File: src/rtl/arb32_sched.sv
// 32-requester round-robin arbiter with registered one-hot grant and a hold limit.
// A grant is held until done, loss of its request, or MAX_HOLD cycles, whichever comes first.
module arb32_sched #(
  parameter int unsigned MAX_HOLD = 15
) (
  input  logic        clk,
  input  logic        rst,
  input  logic        en,
  input  logic [31:0] req,
  input  logic        done,
  output logic [31:0] gnt,
  output logic [4:0]  gnt_id,
  output logic        gnt_vld,
  output logic        any_req,
  output logic        timeout
);

  typedef enum logic {IDLE, BUSY} state_t;

  localparam logic [7:0] MAX_HOLD_C = 8'(MAX_HOLD);

  state_t      state_q;
  logic [4:0]  ptr_q;
  logic [7:0]  hold_q;
  logic [31:0] gnt_q;
  logic [4:0]  gnt_id_q;
  logic        gnt_vld_q;
  logic        timeout_q;
  logic        any_req_q;

  logic [31:0] hi_mask;
  logic [31:0] hi_req;
  logic [31:0] pick_vec;
  logic [4:0]  sel_id_d;
  logic        rel_drop;
  logic        rel_max;
  logic        release_d;
  logic        timeout_d;

  // Requests at or above the pointer take priority over the wrapped-around ones.
  generate
    for (genvar gi = 0; gi < 32; gi++) begin : g_mask
      assign hi_mask[gi] = (5'(gi) >= ptr_q);
    end
  endgenerate

  assign hi_req = req & hi_mask;

  always_comb begin
    pick_vec = (|hi_req) ? hi_req : req;
    sel_id_d = '0;
    for (int i = 31; i >= 0; i--) begin
      if (pick_vec[i]) sel_id_d = 5'(i);
    end
  end

  assign rel_drop  = ~req[gnt_id_q];
  assign rel_max   = (hold_q == MAX_HOLD_C);
  assign release_d = done | rel_drop | rel_max;
  // Forced release only when the hold limit is the sole cause.
  assign timeout_d = rel_max & ~done & ~rel_drop;

  always_ff @(posedge clk) begin
    if (rst) begin
      state_q   <= IDLE;
      ptr_q     <= '0;
      hold_q    <= '0;
      gnt_q     <= '0;
      gnt_id_q  <= '0;
      gnt_vld_q <= 1'b0;
      timeout_q <= 1'b0;
      any_req_q <= 1'b0;
    end else begin
      any_req_q <= |req;
      timeout_q <= 1'b0;
      case (state_q)
        IDLE: begin
          if (en && (|req)) begin
            gnt_q     <= 32'd1 << sel_id_d;
            gnt_id_q  <= sel_id_d;
            gnt_vld_q <= 1'b1;
            hold_q    <= 8'd1;
            state_q   <= BUSY;
          end
        end
        BUSY: begin
          if (release_d) begin
            gnt_q     <= '0;
            gnt_id_q  <= '0;
            gnt_vld_q <= 1'b0;
            hold_q    <= '0;
            ptr_q     <= gnt_id_q + 5'd1;
            timeout_q <= timeout_d;
            state_q   <= IDLE;
          end else begin
            hold_q <= hold_q + 8'd1;
          end
        end
        default: state_q <= IDLE;
      endcase
    end
  end

  assign gnt     = gnt_q;
  assign gnt_id  = gnt_id_q;
  assign gnt_vld = gnt_vld_q;
  assign any_req = any_req_q;
  assign timeout = timeout_q;

endmodule

File: config.mk
export PLATFORM = sky130hd
export DESIGN_NAME = arb32_sched
export DESIGN_NICKNAME = d
export VERILOG_FILES = /design/src/rtl/arb32_sched.sv
export SDC_FILE = /design/constraint.sdc
export NUM_CORES = 1
export LEC_CHECK = 0
export CORE_UTILIZATION = 25
export DETAILED_ROUTE_END_ITERATION = 6
export GPL_ROUTABILITY_DRIVEN = 0
export PLACE_DENSITY = 0.55
export SLEW_MARGIN = 25
export SYNTH_ARGS = -nofsm -noshare
export SYNTH_HDL_FRONTEND = slang
export SYNTH_SLANG_ARGS = --single-unit
File: constraint.sdc
create_clock -name clk -period 3.4 [get_ports clk]
set_input_delay 0.34 -clock clk [delete_from_list [all_inputs] [get_ports clk]]
set_output_delay 0.34 -clock clk [all_outputs]
set_load 0.05 [all_outputs]
Yosys cells after proc, flatten, opt, wreduce, memory -nomap -nowiden
Cells that the tools add are included.

storage, ports and cells
  register bits after elaboration = 54
  output and inout port bits = 40
  word-level logic and storage cells = 112

operators by class
  $add $sub $neg = 2
  $lt $le $gt $ge = 33
  equal/unequal tests = 3
  shifts and indexed selects = 1
  muxes and demuxes = 50
  bitwise gates (word level) = 9
  reductions and logical operators = 6

operators by type and width
  operator                                                                            count
  5-bit 2-to-1 mux                                                                    34
  32-bit 2-to-1 mux                                                                   3
  5-bit greater-or-equal comparator, first input constant                             16
  32-bit case mux with 2 select lines                                                 1
  32-bit OR reduction                                                                 2
  4-bit by 5-bit greater-or-equal comparator with 1-bit output, first input constant  8
  32-bit bitwise AND                                                                  1
  1-bit by 5-bit << shifter with 32-bit output, first input constant                  1
  3-bit by 5-bit greater-or-equal comparator with 1-bit output, first input constant  4
  8-bit 2-to-1 mux                                                                    2
  8-bit case mux with 2 select lines                                                  1
  1-bit by 5-bit greater-or-equal comparator with 1-bit output, first input constant  2
  2-bit by 5-bit greater-or-equal comparator with 1-bit output, first input constant  2
  5-bit case mux with 2 select lines                                                  1
  8-bit by 1-bit adder with 8-bit output, second input constant                       1
  8-bit by 4-bit equality test with 1-bit output, second input constant               1
  5-bit by 6-bit < comparator with 1-bit output, second input constant                1
  5-bit by 1-bit adder with 5-bit output, second input constant                       1
  1-bit binary-select mux with 5-bit select                                           1
  1-bit 2-to-1 mux                                                                    5
  1-bit inverter                                                                      4
  1-bit case mux with 2 select lines                                                  2
  2-bit AND reduction                                                                 2
  3-bit OR reduction                                                                  1
  5 further kinds                                                                     7

Depth between registers and ports, before layout
Gate-level depths: netlist of run 1.

  depth in word-level cells = 39
  gate-level depth with buffers = 14

Worst setup path before layout of run 1
No wires, ideal clock.

  path kind = in2reg
  start point = in req[23]
  end point = reg gnt_q[26] (netlist: gnt[26])
  data arrival time = 3.240 ns
  path slack = 0.044 ns
  stages = 12
  buffers on the path = 2
  cell sequence = buf_2 > or2_0 > a2111o_1 > a221o_1 > or4_1 > nor2_2 > a21oi_1 > a2111oi_2 > o31ai_2 > and2_1 > buf_2 > a22o_1

between the ends
  cells in the longest elaborated chain, start to end = 38
  elaborated cells between the ends (all ways) = 48

RTL lines
  what                                          RTL line  text
  from (decl)                                   9         input logic [31:0] req,
  32-bit bitwise AND                            47        assign hi_req = req & hi_mask;
  32-bit OR reduction                           50        pick_vec = (|hi_req) ? hi_req : req;
  32-bit 2-to-1 mux                             50
  5-bit 2-to-1 mux (32 in series)               53        if (pick_vec[i]) sel_id_d = 5'(i);
  1-bit by 5-bit << shifter with 32-bit output  79        gnt_q <= 32'd1 << sel_id_d;
  32-bit 2-to-1 mux                             78        if (en && (|req)) begin
  32-bit case mux with 2 select lines           76        case (state_q)
  to (signal assigned)                          79
  to (decl)                                     25        logic [31:0] gnt_q;

Several ways; a longest one is shown, not always the timed one. The select of a mux whose other input is x is not followed.
A chain may end at the register's enable or synchronous reset.

Final worst setup path of run 1
  start point = reg ptr_q[3]
  end point = reg gnt_q[28] (netlist: gnt[28])

between the ends
  cells in the longest elaborated chain, start to end = 39
  elaborated cells between the ends (all ways) = 70

RTL lines
  what                                                                                        RTL line  text
  from (decl)                                                                                 23        logic [4:0] ptr_q;
  from (signal assigned)                                                                      92        ptr_q <= gnt_id_q + 5'd1;
  1-bit by 5-bit greater-or-equal comparator with 1-bit output, or another cell as far along  43        assign hi_mask[gi] = (5'(gi) >= ptr_q);
  32-bit bitwise AND *                                                                        47
  32-bit OR reduction                                                                         50
  32-bit 2-to-1 mux *                                                                         50
  5-bit 2-to-1 mux (31 in series)                                                             53
  5-bit 2-to-1 mux *                                                                          53
  1-bit by 5-bit << shifter with 32-bit output *                                              79
  32-bit 2-to-1 mux *                                                                         78
  32-bit case mux with 2 select lines *                                                       76

Mark *: on every way between the ends. The rest lies on a longest branch, timed or not. The select of a mux whose other input is x is not followed.

==> implementation parameters, run 1 <==
Parameter                              Value

Status
  Status    finished, violations left
  Violated checks    negative setup slack

Setup path
  Worst flop-to-flop path startpoint    ptr_q[3]$_SDFFE_PP0P_
  Largest delay contributor family on the critical path    compound AO/OA/AOI/OAI gates
  Slack of the worst reg-to-reg path    -0.01 ns
  Worst EP arrival    3.65 ns
  Critical path class    flop to flop
  Critical path depth in cells    14
  Endpoint kind of the worst setup timing path    flop
  Critical path data required time    3.64 ns
  Critical-path cell list    nand2_2 > a2111o_1 > a221o_1 > buf_6 > nor4_4 > buf_4 > buf_6 > nand3_4 > o2bb2ai_4 > a2111oi_4 > o31ai_4 > buf_4 > nor2_4 > a22o_1
  Worst Setup Start Kind    flop
  Crit-path max cell delay    0.42 ns
  Largest fanout of any net on the critical path    8
  Worst R2R End    gnt[28]$_SDFFE_PP0P_
  Combined buffer and inverter count along the critical path    4
  Number of cell instances on the worst register-to-register path    14
  Slowest stage cell, crit path    sky130_fd_sc_hd__a2111oi_4

Yosys
  Area fraction in and, or, nand and nor cells after synthesis    25.6%
  Post-Syn Nets    529
  Xor/xnor share of the synthesized area    0.911%
  Register area share after synthesis    28.1%
  Share of the synthesized area in compound gates (AO/OA/AOI/OAI)    33.3%
  Leading register cell type out of synthesis    sky130_fd_sc_hd__dfxtp_1
  Adder-cell share of the synthesized area    0.651%
  Count of flip-flops with a built-in enable after synthesis    0
  Post-synth ARST share    0%
  Multiplexer area fraction after synthesis    6.38%
  Area contributors post-synth    sky130_fd_sc_hd__dfxtp_1 28%, sky130_fd_sc_hd__a22o_1 7.5%, sky130_fd_sc_hd__nor2_1 6.0%, sky130_fd_sc_hd__mux4_2 5.9%, sky130_fd_sc_hd__a21oi_1 4.8%
  Syn Std Cell Area    3840 um2
  Number of instances in the synthesized netlist    491
  Number of flip-flops and latches in the synthesized netlist    54
  Number of warning messages in the yosys log    0
  Main combinational cell family by area after synthesis    compound AO/OA/AOI/OAI gates
  Portion of synthesized cell area occupied by the leading cell type    28.1%
  Average cell area after synthesis    7.83 um2
  Unique cell type count in the Yosys netlist    73
  Yosys top cell by area    sky130_fd_sc_hd__dfxtp_1

Routing
  DRC viols    0
  Total wire length    15.6 mm
  Remaining antenna violation count    0
  Routed WL per cell    18.1 um
  Router iterations before antenna repair    6
  Vias after detailed routing    4,872
  DR vias/cell    5.63
  1st-iter DRT viols    576

Timing
  Unrepaired setup endpoints after global routing    true
  Worst Clk Skew    0.00862 ns
  Final number of setup-violating endpoints    4
  Crit path setup slack, layout    -0.0125 ns
  Hold_ws    0.469 ns
  Max_slew headroom    41.7%
  Time the final worst path needs with I/O delays and setup    3.41 ns
  Max Clk Rate    0.293 GHz
  Post-route clock period utilization    100%
  Number of hold violations in the final report    0
  Transition time at the pin with the least slew margin    0.871 ns
  Max-slew violations    0

Clock tree
  Clock root cell    sky130_fd_sc_hd__clkbuf_16
  Sink count of the clock tree    54
  Clock-pin slew on the worst setup and hold paths    0.07 ns
  Largest buffer count on any clock path    2
  CTS tree    built
  TritonCTS buffer count    5
  Count of hold buffers inserted by post-cts repair    0
  Clock Latency Late Sink    0.30 ns
  Number of levels in the clock H-tree    2

Floorplan
  Die Span Y    126 um
  Core area    14,800 um2
  Number of top-level design ports    76
  Cell row count    44
  Area enclosed by the die boundary    15,900 um2
  Die Span X    126 um
  Starting density of the core    26.1%

Power and ir drop
  Worst vdd rail ir drop    0.000224 V
  Leakage power    0.00245 uW
  Power density over the cells    337 nW/um2

Job
  # Max-Cap Violations    0

Cells and area
  Relative area change from synthesis to final layout    64.9%
  Antenna Cells    0
  Nets@finish    718
  Fraction of final layout cells sized beyond drive strength 1    32.3%

GRT
  Global-route layer with the greatest usage    met2
  Maximum number of pins on one net before global-route repair    33
  Global-route track usage on met3    4.25%
  Initial antenna violation count    0
  Global routing met2 resource utilization    30.6%
  Met1 routing resource usage after global routing    25.0%
  Wire length of the first global-routing pass    24.4 mm
  GRT Total Usage    19.4%
  Global-route congestion overflow total    0
  Vias in the first global route    4,584

Placed design
  Place WS    -0.822 ns
  Detailed placement HPWL    12.1 mm
  Count of buffers inserted at the top-level ports    75

Min path
  Class of the tightest hold or removal check    flop to flop
  Worst-case hold path end point    gnt_vld$_SDFFE_PP0P_
  Worst hold path depth    2
  Worst min-delay path startpoint    gnt_vld$_SDFFE_PP0P_
==> through the flow <==
| step | total power, uW | TNS, ns | area (um2) | utilization (%) | std cells |
|---|---|---|---|---|---|
| finish | 2140 | -0.0254 | 6340 | 43.0 | 865 |
| global route | 2240 | -3.14 | 6340 | 43.0 | 865 |
| CTS | 2030 | 0 | 5980 | 40.5 | 854 |
| detailed placement | 1450 | -24.97 | 5650 | 38.3 | 840 |
| global placement | 1450 | -23.52 | 5650 | 38.3 | 840 |
| floorplan | 1100 | 0 | 3840 | - | 491 |
==> how the worst max path moves through the flow <==
stage | startpoint | to | slack, ns
CTS | ptr_q[0]$_SDFFE_PP0P_ | gnt[5]$_SDFFE_PP0P_ | 0.002
finish | ptr_q[3]$_SDFFE_PP0P_ | gnt[28]$_SDFFE_PP0P_ | -0.01
global placement | req[15] | gnt[24]$_SDFFE_PP0P_ | -0.74
detailed placement | req[15] | gnt[0]$_SDFFE_PP0P_ | -0.82
global route | ptr_q[2]$_SDFFE_PP0P_ | gnt[5]$_SDFFE_PP0P_ | -0.13
floorplan | req[23] | gnt[26]$_SDFFE_PP0P_ | 0.04
==> placed cells by master, fill, tap and decap left out, drive strengths merged, types with 3 or more instances in the layout <==
| cell | Yosys | routed |
|---|---|---|
| nand3 | 17 | 17 |
| nor4 | 13 | 13 |
| a31oi | 5 | 5 |
| buf | 15 | 139 |
| mux4 | 10 | 10 |
| inv | 15 | 16 |
| o2111ai | 4 | 4 |
| nand4b | 3 | 3 |
| dlymetal6s2s | 0 | 4 |
| o22ai | 9 | 9 |
| a21boi | 6 | 6 |
| dfxtp | 54 | 54 |
| nand4 | 7 | 7 |
| or4 | 3 | 3 |
| o31ai | 4 | 4 |
| a211oi | 8 | 8 |
| nor2b | 12 | 12 |
| nand2b | 9 | 9 |
| o21ai | 22 | 22 |
| or2 | 7 | 7 |
| o211ai | 11 | 12 |
| nor2 | 63 | 63 |
| a21o | 6 | 6 |
| nor3 | 13 | 13 |
| clkbuf | 18 | 7 |
| nand2 | 34 | 34 |
| nor3b | 4 | 4 |
| a21oi | 37 | 37 |
| clkdlybuf4s50 | 0 | 67 |
| a22o | 33 | 33 |
==> per-layer routing <==
layer,up-vias,part of all wire (%)
met1,2302,42
met4,0,5.5
met3,74,7.4
met5,-,0
met2,236,45
li1,2260,-
==> timing repair <==
action	4_1_cts	5_1_grt
buffers inserted	5	13
pin swaps	11	36
gates resized for setup	35	67
setup endpoints to repair	35	34
cloned	1	0
hold endpoints to repair	0	0
==> where the power goes <==
group	switching [uW]	internal, uW	total, uW
combinational	492	438	929
sequential	33.2	654	687
clock	243	277	520
total	768	1370	2140
==> synthesized netlist by cell type (3+ instances only) <==
master	number
sky130_fd_sc_hd__a31oi_1	5
sky130_fd_sc_hd__nor3_1	13
sky130_fd_sc_hd__a21boi_0	4
sky130_fd_sc_hd__nand4_1	7
sky130_fd_sc_hd__o2111ai_1	4
sky130_fd_sc_hd__a21oi_1	37
sky130_fd_sc_hd__o22ai_1	8
sky130_fd_sc_hd__nand3_1	17
sky130_fd_sc_hd__nand2b_1	9
sky130_fd_sc_hd__or4_1	3
sky130_fd_sc_hd__nor4_1	12
sky130_fd_sc_hd__clkbuf_1	18
sky130_fd_sc_hd__a211oi_1	8
sky130_fd_sc_hd__o21ai_0	21
sky130_fd_sc_hd__inv_1	15
sky130_fd_sc_hd__nand2_1	34
sky130_fd_sc_hd__o31ai_1	3
sky130_fd_sc_hd__o211ai_1	10
sky130_fd_sc_hd__nor3b_1	4
sky130_fd_sc_hd__nor2_1	61
sky130_fd_sc_hd__nor2b_1	12
sky130_fd_sc_hd__dfxtp_1	54
sky130_fd_sc_hd__buf_1	5
sky130_fd_sc_hd__nand4b_1	3
sky130_fd_sc_hd__a22o_1	33
sky130_fd_sc_hd__a21o_1	6
sky130_fd_sc_hd__mux4_2	10
sky130_fd_sc_hd__or2_2	4
sky130_fd_sc_hd__buf_2	9
==> cell families after synthesis <==
family	after synthesis
AO/OA/AOI/OAI	176
XOR/XNOR	4
adder cells (fa/ha/maj)	2
buffers and inverters	48
flip-flops	54
multiplexers	12
AND/OR/NAND/NOR	195
==> final cells by class <==
type	count	area, um2
Clock buffer	5	125
Clock inverter	3	25.0
Fill cell	1432	8410
Inverter	15	56.3
Multi-Input combinational cell	390	2930
Sequential cell	54	1090
Tap cell	184	230
Timing Repair Buffer	214	1880
==> sequential cells by signal, indices dropped and copies added (netlist names) <==
register / cells
timeout: 1
hold_q: 8
state_q: 1
gnt_id: 5
gnt: 32
gnt_vld: 1
ptr_q: 5
any_req: 1
==> worst reg2reg max path, cell delays in order (launching register included) <==
cell and delay [ns]:
sky130_fd_sc_hd__dfxtp_4 0.38, sky130_fd_sc_hd__nand2_2 0.06, sky130_fd_sc_hd__a2111o_1 0.36, sky130_fd_sc_hd__a221o_1 0.39, sky130_fd_sc_hd__buf_6 0.14, sky130_fd_sc_hd__nor4_4 0.36, sky130_fd_sc_hd__buf_4 0.19, sky130_fd_sc_hd__buf_6 0.12
sky130_fd_sc_hd__nand3_4 0.08, sky130_fd_sc_hd__o2bb2ai_4 0.15, sky130_fd_sc_hd__a2111oi_4 0.42, sky130_fd_sc_hd__o31ai_4 0.14, sky130_fd_sc_hd__buf_4 0.16, sky130_fd_sc_hd__nor2_4 0.23, sky130_fd_sc_hd__a22o_1 0.17
(Power assumes the default switching activity.)
==> inputs of run 2 (changes only) <==
--- a/config.mk
+++ b/config.mk
@@ -5,11 +5,12 @@
 export SDC_FILE = /design/constraint.sdc
 export NUM_CORES = 1
 export LEC_CHECK = 0
+export CORE_ASPECT_RATIO = 1.75
 export CORE_UTILIZATION = 25
 export DETAILED_ROUTE_END_ITERATION = 6
 export GPL_ROUTABILITY_DRIVEN = 0
 export PLACE_DENSITY = 0.55
-export SLEW_MARGIN = 25
+export SLEW_MARGIN = 20
 export SYNTH_ARGS = -nofsm -noshare
 export SYNTH_HDL_FRONTEND = slang
 export SYNTH_SLANG_ARGS = --single-unit
==> implementation parameters, run 2 (synthesis results as in run 1) <==
Parameter                              Value

Status
  Status    finished, violations left
  Violated checks    negative setup slack

GRT
  Maximum number of pins on one net before global-route repair    33 (unchanged)
  Wire length of the first global-routing pass    26.6 mm (+8.8%)
  Vias in the first global route    4,952 (+8.0%)
  GRT Total Usage    22.1% (+2.7 points)
  Global-route congestion overflow total    0 (unchanged)
  Initial antenna violation count    0 (unchanged)

Clock tree
  Clock Latency Late Sink    0.30 ns (about the same)
  Clock root cell    sky130_fd_sc_hd__clkbuf_16
  Sink count of the clock tree    54 (unchanged)
  CTS tree    built
  Clock-pin slew on the worst setup and hold paths    0.08 ns (about the same)
  Count of hold buffers inserted by post-cts repair    0 (unchanged)
  Number of levels in the clock H-tree    2 (unchanged)
  TritonCTS buffer count    5 (unchanged)
  Largest buffer count on any clock path    2 (unchanged)

Floorplan
  Die Span Y    166 um (+32%)
  Core area    14,900 um2 (+1.1%)
  Number of top-level design ports    76 (unchanged)
  Cell row count    59 (+34%)
  Die Span X    95.7 um (-24%)
  Area enclosed by the die boundary    15,900 um2 (+0.12%)
  Starting density of the core    25.8% (-0.28 points)

Timing
  Number of hold violations in the final report    0 (unchanged)
  Time the final worst path needs with I/O delays and setup    3.49 ns (+0.0823 ns)
  Post-route clock period utilization    103% (+2.4 points)
  Final number of setup-violating endpoints    24 (+20)
  Unrepaired setup endpoints after global routing    true
  Crit path setup slack, layout    -0.0948 ns (-0.0823 ns)
  Transition time at the pin with the least slew margin    0.737 ns (-0.135 ns)
  Max_slew headroom    50.4% (+8.6 points)
  Hold_ws    0.478 ns (+0.00904 ns)
  Max-slew violations    0 (unchanged)
  Max Clk Rate    0.286 GHz (-2.4%)
  Worst Clk Skew    0.00949 ns (+0.000876 ns)

Placed design
  Count of buffers inserted at the top-level ports    75 (unchanged)
  Place WS    -0.866 ns (-0.0436 ns)
  Detailed placement HPWL    13.6 mm (+13%)

Power and ir drop
  Internal power component    1360 uW (-0.93%)
  Clock power share    24.5% (about the same)
  Sw Ratio    36.5% (+0.59 points)
  Gate power share    43.4% (about the same)
  Part of the power in registers    32.1% (about the same)
  Power density over the cells    340 nW/um2 (+0.77%)
  Leakage power    0.00249 uW (+1.5%)
  Sw power    780 uW (+1.6%)
  Worst vdd rail ir drop    0.000221 V (-1.6%)

Routing
  Remaining antenna violation count    0 (unchanged)
  Routed WL per cell    20.2 um (+12%)
  1st-iter DRT viols    328 (-43%)
  Router iterations before antenna repair    6 (unchanged)
  DRC viols    0 (unchanged)
  Vias after detailed routing    4,946 (+1.5%)
  DR vias/cell    5.69 (+0.94%)
  Total wire length    17.6 mm (+12%)

Cells and area
  Most frequent cells in the layout    132 x sky130_fd_sc_hd__buf_4, 69 x sky130_fd_sc_hd__clkdlybuf4s50_1, 57 x sky130_fd_sc_hd__nor2_1, 51 x sky130_fd_sc_hd__dfxtp_1, 33 x sky130_fd_sc_hd__a22o_1
  Antenna Cells    0 (unchanged)
  Fraction of final layout cells sized beyond drive strength 1    32.2% (-0.14 points)
  Relative area change from synthesis to final layout    63.7%
  Nets@finish    724 (+0.84%)
  Most common cell after layout, fill and taps aside    sky130_fd_sc_hd__buf_4
  Largest register FFs    32 (unchanged)

Setup path
  Critical path's most frequent cell    sky130_fd_sc_hd__buf_6
  Combined buffer and inverter count along the critical path    4 (unchanged)
  Crit-path max cell delay    0.45 ns (+0.03 ns)
  Critical path data required time    3.60 ns (-0.04 ns)
  Critical path class    flop to flop
  Largest fanout of any net on the critical path    6 (-2)
  Critical-path cell list    nand2_4 > a2111o_1 > a221o_1 > buf_6 > nor4_4 > buf_6 > buf_8 > a21oi_2 > o211ai_1 > nor4_1 > o41ai_1 > buf_4 > and2b_2 > a22o_1
  Worst EP arrival    3.69 ns (+0.04 ns)
  Worst Setup Start Kind    flop
  Slowest stage cell, crit path    sky130_fd_sc_hd__a221o_1
  Endpoint kind of the worst setup timing path    flop
  Largest delay contributor family on the critical path    compound AO/OA/AOI/OAI gates

Job
  # Max-Cap Violations    0 (unchanged)

Min path
  Class of the tightest hold or removal check    flop to flop
==> run 2: cell types whose count changed in the layout (fill, tap and decap cells not counted), moves of 3 or more <==
cell                       change
sky130_fd_sc_hd__a21oi_1       -3
sky130_fd_sc_hd__a21boi_1      -3
sky130_fd_sc_hd__nor2b_2       +3
sky130_fd_sc_hd__buf_4         +6
sky130_fd_sc_hd__nand2_4       +3
sky130_fd_sc_hd__a21boi_0      +3
sky130_fd_sc_hd__a21oi_2       +4
==> run 2: worst min-delay path, stage by stage, from the launching register on <==
cell	delay, ns
sky130_fd_sc_hd__dfxtp_1	0.33
sky130_fd_sc_hd__nor2_1	0.05
sky130_fd_sc_hd__nor2_1	0.07
==> run 2: power by group through the flow <==
stage          Clock (uW)  Sequential [uW]  Combinational [uW]
2_1_floorplan           0              727                 369
3_3_place_gp            0              697                 769
3_5_place_dp            0              696                 776
4_1_cts               532              684                 837
5_1_grt               558              690                 976
6_report              524              685                 927
==> run 2: timing repair <==
item | in CTS | in global routing
pin swaps | 16 | 33
cloned | 1 | 0
endpoints found under the setup margin | 36 | 34
setup buffers | 7 | 8
gates resized for setup | 41 | 46
==> run 2: per-layer routing <==
metal | vias up | global-route usage, % | part of all wire (%)
li1 | 2263 | - | -
met5 | - | 0 | 0
met3 | 96 | 3.25 | 6.3
met1 | 2281 | 23.0 | 35
met2 | 306 | 38.9 | 51
met4 | 0 | 16.0 | 8.0
==> run 2: per-stage QoR <==
step | setup TNS, ns | cell area, um2 | cells | utilization [%] | power [uW]
2_1_floorplan | 0 | 3840 | 491 | - | 1100
6_report | -1.21 | 6290 | 870 | 42.2 | 2140
4_1_cts | 0 | 6060 | 863 | 40.6 | 2050
3_5_place_dp | -25.59 | 5700 | 847 | 38.2 | 1470
3_3_place_gp | -23.64 | 5700 | 847 | 38.2 | 1470
5_1_grt | -6.59 | 6290 | 870 | 42.2 | 2220
==> run 2: cell type report <==
cell class	instances	area, um2
tap	183	229
clock buffer	5	125
timing repair buffer	221	1920
fill	1527	8620
clock inverter	3	23.8
sequential	54	1090
inverter	15	56.3
multi-input combinational	389	2850
==> run 2: path summary, 6_finish.rpt <==
check | from | end | slack [ns] | cells after the start
setup / recovery | ptr_q[2]$_SDFFE_PP0P_ | gnt[5]$_SDFFE_PP0P_ | -0.09 | 14
hold / removal | gnt_vld$_SDFFE_PP0P_ | gnt_vld$_SDFFE_PP0P_ | 0.48 | 2
setup reg to reg | ptr_q[2]$_SDFFE_PP0P_ | gnt[5]$_SDFFE_PP0P_ | -0.09 | 14
hold reg to reg | gnt_vld$_SDFFE_PP0P_ | gnt_vld$_SDFFE_PP0P_ | 0.48 | 2
==> inputs of run 3 (changes only) <==
==> constraint.sdc (replaced) <==
create_clock -name clk -period 3.4 [get_ports clk]
set_input_delay 0.85 -clock clk [delete_from_list [all_inputs] [get_ports clk]]
set_output_delay 0.85 -clock clk [all_outputs]
set_load 0.05 [all_outputs]
==> implementation parameters, run 3 (synthesis results as in run 1) <==
Parameter                              Value

Status
  Status    finished, violations left
  Violated checks    negative setup slack

GRT
  GRT Total Usage    22.9% (+0.84 points)
  Maximum number of pins on one net before global-route repair    33 (unchanged)
  Vias in the first global route    5,169 (+4.4%)
  Global-route congestion overflow total    0 (unchanged)
  Wire length of the first global-routing pass    27.7 mm (+4.3%)
  Initial antenna violation count    0 (unchanged)

Setup path
  Slack of the worst reg-to-reg path    -0.12 ns (-0.03 ns)
  Endpoint kind of the worst setup timing path    flop
  Critical path data required time    3.60 ns (about the same)
  Largest fanout of any net on the critical path    5 (-1)
  Number of cell instances on the worst register-to-register path    15 (+1)
  Worst EP arrival    3.86 ns (+0.17 ns)
  Largest delay contributor family on the critical path    simple AND/OR/NAND/NOR gates
  Critical-path cell list    buf_6 > or2_0 > a2111o_1 > a221o_1 > or4_4 > buf_6 > nor2_4 > buf_4 > nor3_1 > o32ai_2 > buf_4 > o211ai_4 > buf_12 > nor2b_4 > a22o_1
  Crit-path max cell delay    0.57 ns (+0.12 ns)
  Critical path depth in cells    15 (+1)
  Slowest stage cell, crit path    sky130_fd_sc_hd__or4_4
  Critical path class    input port to flop
  Worst Setup Start Kind    input port
  Combined buffer and inverter count along the critical path    5 (+1)

Floorplan
  Cell row count    59 (unchanged)
  Die Span Y    166 um (unchanged)
  Number of top-level design ports    76 (unchanged)
  Die Span X    95.7 um (unchanged)
  Core area    14,900 um2 (unchanged)
  Area enclosed by the die boundary    15,900 um2 (unchanged)
  Starting density of the core    25.8% (unchanged)

Power and ir drop
  Post-route total power    2280 uW (+6.8%)
  Internal power component    1430 uW (+5.7%)
  Sw Ratio    37.2% (+0.67 points)
  Power density over the cells    338 nW/um2 (-0.41%)
  Gate power share    46.5% (+3.1 points)
  Worst vdd rail ir drop    0.000182 V (-18%)
  Sw power    848 uW (+8.7%)
  Part of the power in registers    29.8% (-2.3 points)
  Leakage power    0.00265 uW (+6.7%)
  Clock power share    23.7% (-0.8 points)

Placed design
  Place WS    -1.22 ns (-0.357 ns)
  Count of buffers inserted at the top-level ports    75 (unchanged)
  Detailed placement HPWL    13.6 mm (+0.19%)

Clock tree
  Largest buffer count on any clock path    2 (unchanged)
  CTS tree    built
  Clock-pin slew on the worst setup and hold paths    0.08 ns (about the same)
  TritonCTS buffer count    5 (unchanged)
  Sink count of the clock tree    54 (unchanged)
  Clock Latency Late Sink    0.30 ns (about the same)
  Count of hold buffers inserted by post-cts repair    0 (unchanged)
  Number of levels in the clock H-tree    2 (unchanged)
  Clock root cell    sky130_fd_sc_hd__clkbuf_16

Timing
  Max Clk Rate    0.273 GHz (-4.7%)
  Transition time at the pin with the least slew margin    0.789 ns (+0.0523 ns)
  Max_slew headroom    46.9% (-3.5 points)
  Max-slew violations    0 (unchanged)
  Unrepaired setup endpoints after global routing    true
  Final number of setup-violating endpoints    36 (+50%)
  Number of hold violations in the final report    0 (unchanged)
  Crit path setup slack, layout    -0.267 ns (-0.172 ns)
  Worst Clk Skew    0.00551 ns (-0.00398 ns)
  Post-route clock period utilization    108% (+5.1 points)
  Time the final worst path needs with I/O delays and setup    3.67 ns (+0.172 ns)

Cells and area
  Nets@finish    746 (+3.0%)
  Fraction of final layout cells sized beyond drive strength 1    37.9% (+5.8 points)
  Most common cell after layout, fill and taps aside    sky130_fd_sc_hd__buf_4
  Count of fill cells added during filler insertion    1,463 (-4.2%)
  Most frequent cells in the layout    143 x sky130_fd_sc_hd__buf_4, 62 x sky130_fd_sc_hd__clkdlybuf4s50_1, 55 x sky130_fd_sc_hd__nor2_1, 53 x sky130_fd_sc_hd__dfxtp_1, 33 x sky130_fd_sc_hd__a22o_1
  Relative area change from synthesis to final layout    75.5%
  Antenna Cells    0 (unchanged)
  Largest register FFs    32 (unchanged)

Routing
  DR vias/cell    5.69 (about the same)
  DRC viols    0 (unchanged)
  Remaining antenna violation count    0 (unchanged)
  Total wire length    18.0 mm (+2.6%)
  Routed WL per cell    20.2 um (about the same)
  1st-iter DRT viols    336 (+2.4%)
  Router iterations before antenna repair    5 (-1)
  Vias after detailed routing    5,072 (+2.5%)

Job
  # Max-Cap Violations    0 (unchanged)

Min path
  Worst hold path depth    1 (-1)
  Class of the tightest hold or removal check    flop to flop
-- run 3: final timing paths --
path / start / end
max reg2reg: ptr_q[3]$_SDFFE_PP0P_ / gnt[25]$_SDFFE_PP0P_
min: gnt[19]$_SDFFE_PP0P_ / gnt[19]$_SDFFE_PP0P_
min reg2reg: gnt[19]$_SDFFE_PP0P_ / gnt[19]$_SDFFE_PP0P_
max: req[23] / gnt[25]$_SDFFE_PP0P_
-- run 3: area by class of cell --
class | instances | area [um2] | area share, %
Timing Repair Buffer | 242 | 2130 | 31.5
Inverter | 15 | 56.3 | 0.835
Clock buffer | 5 | 125 | 1.85
Sequential cell | 54 | 1080 | 16.0
Multi-Input combinational cell | 390 | 3100 | 45.9
Tap cell | 183 | 229 | 3.39
Clock inverter | 3 | 28.8 | 0.427
-- run 3: worst reg2reg max path: stages (launching register included) --
cell,delay [ns]
sky130_fd_sc_hd__dfxtp_1,0.41
sky130_fd_sc_hd__buf_4,0.25
sky130_fd_sc_hd__nand2_1,0.17
sky130_fd_sc_hd__o21ai_0,0.31
sky130_fd_sc_hd__nand2b_1,0.20
sky130_fd_sc_hd__or4_4,0.58
sky130_fd_sc_hd__buf_6,0.14
sky130_fd_sc_hd__nor2_4,0.18
sky130_fd_sc_hd__buf_4,0.15
sky130_fd_sc_hd__nor3_1,0.04
sky130_fd_sc_hd__o32ai_2,0.21
sky130_fd_sc_hd__buf_4,0.20
sky130_fd_sc_hd__o211ai_4,0.09
sky130_fd_sc_hd__buf_12,0.15
sky130_fd_sc_hd__nor2b_4,0.14
sky130_fd_sc_hd__a22o_1,0.20
-- run 3: what timing repair did --
item	4_1_cts	5_1_grt
setup endpoints to repair	37	37
resized for setup	107	36
cloned	1	0
pin swaps	49	39
buffers inserted	18	5
-- run 3: stage by stage --
stage	area (um2)	setup TNS (ns)	util, %	hold WS, ns	instances
3_3_place_gp	5870	-35.63	39.4	0.458	864
4_1_cts	6580	-9.80	44.1	0.485	888
5_1_grt	6750	-13.73	45.2	0.496	892
2_1_floorplan	3930	-4.80	-	0.465	491
3_5_place_dp	5870	-37.87	39.4	0.467	864
6_report	6750	-8.33	45.2	0.478	892
-- run 3: power by group through the flow --
| stage | Combinational [uW] | Clock (uW) | Sequential [uW] |
|---|---|---|---|
| after floorplan | 389 | 0 | 727 |
| after global placement | 824 | 0 | 693 |
| after detailed placement | 832 | 0 | 693 |
| after CTS | 983 | 549 | 680 |
| after global routing | 1110 | 579 | 684 |
| final | 1060 | 540 | 681 |
-- run 3: per-layer routing --
layer / vias up / GRT usage [%] / part of all wire [%] / wire, um
li1: 2317 / - / - / -
met1: 2371 / 23.8 / 34 / 6200
met2: 280 / 40.3 / 50 / 9080
met3: 104 / 3.16 / 6.2 / 1110
met4: 0 / 17.1 / 9.0 / 1620
met5: - / 0 / 0 / 0
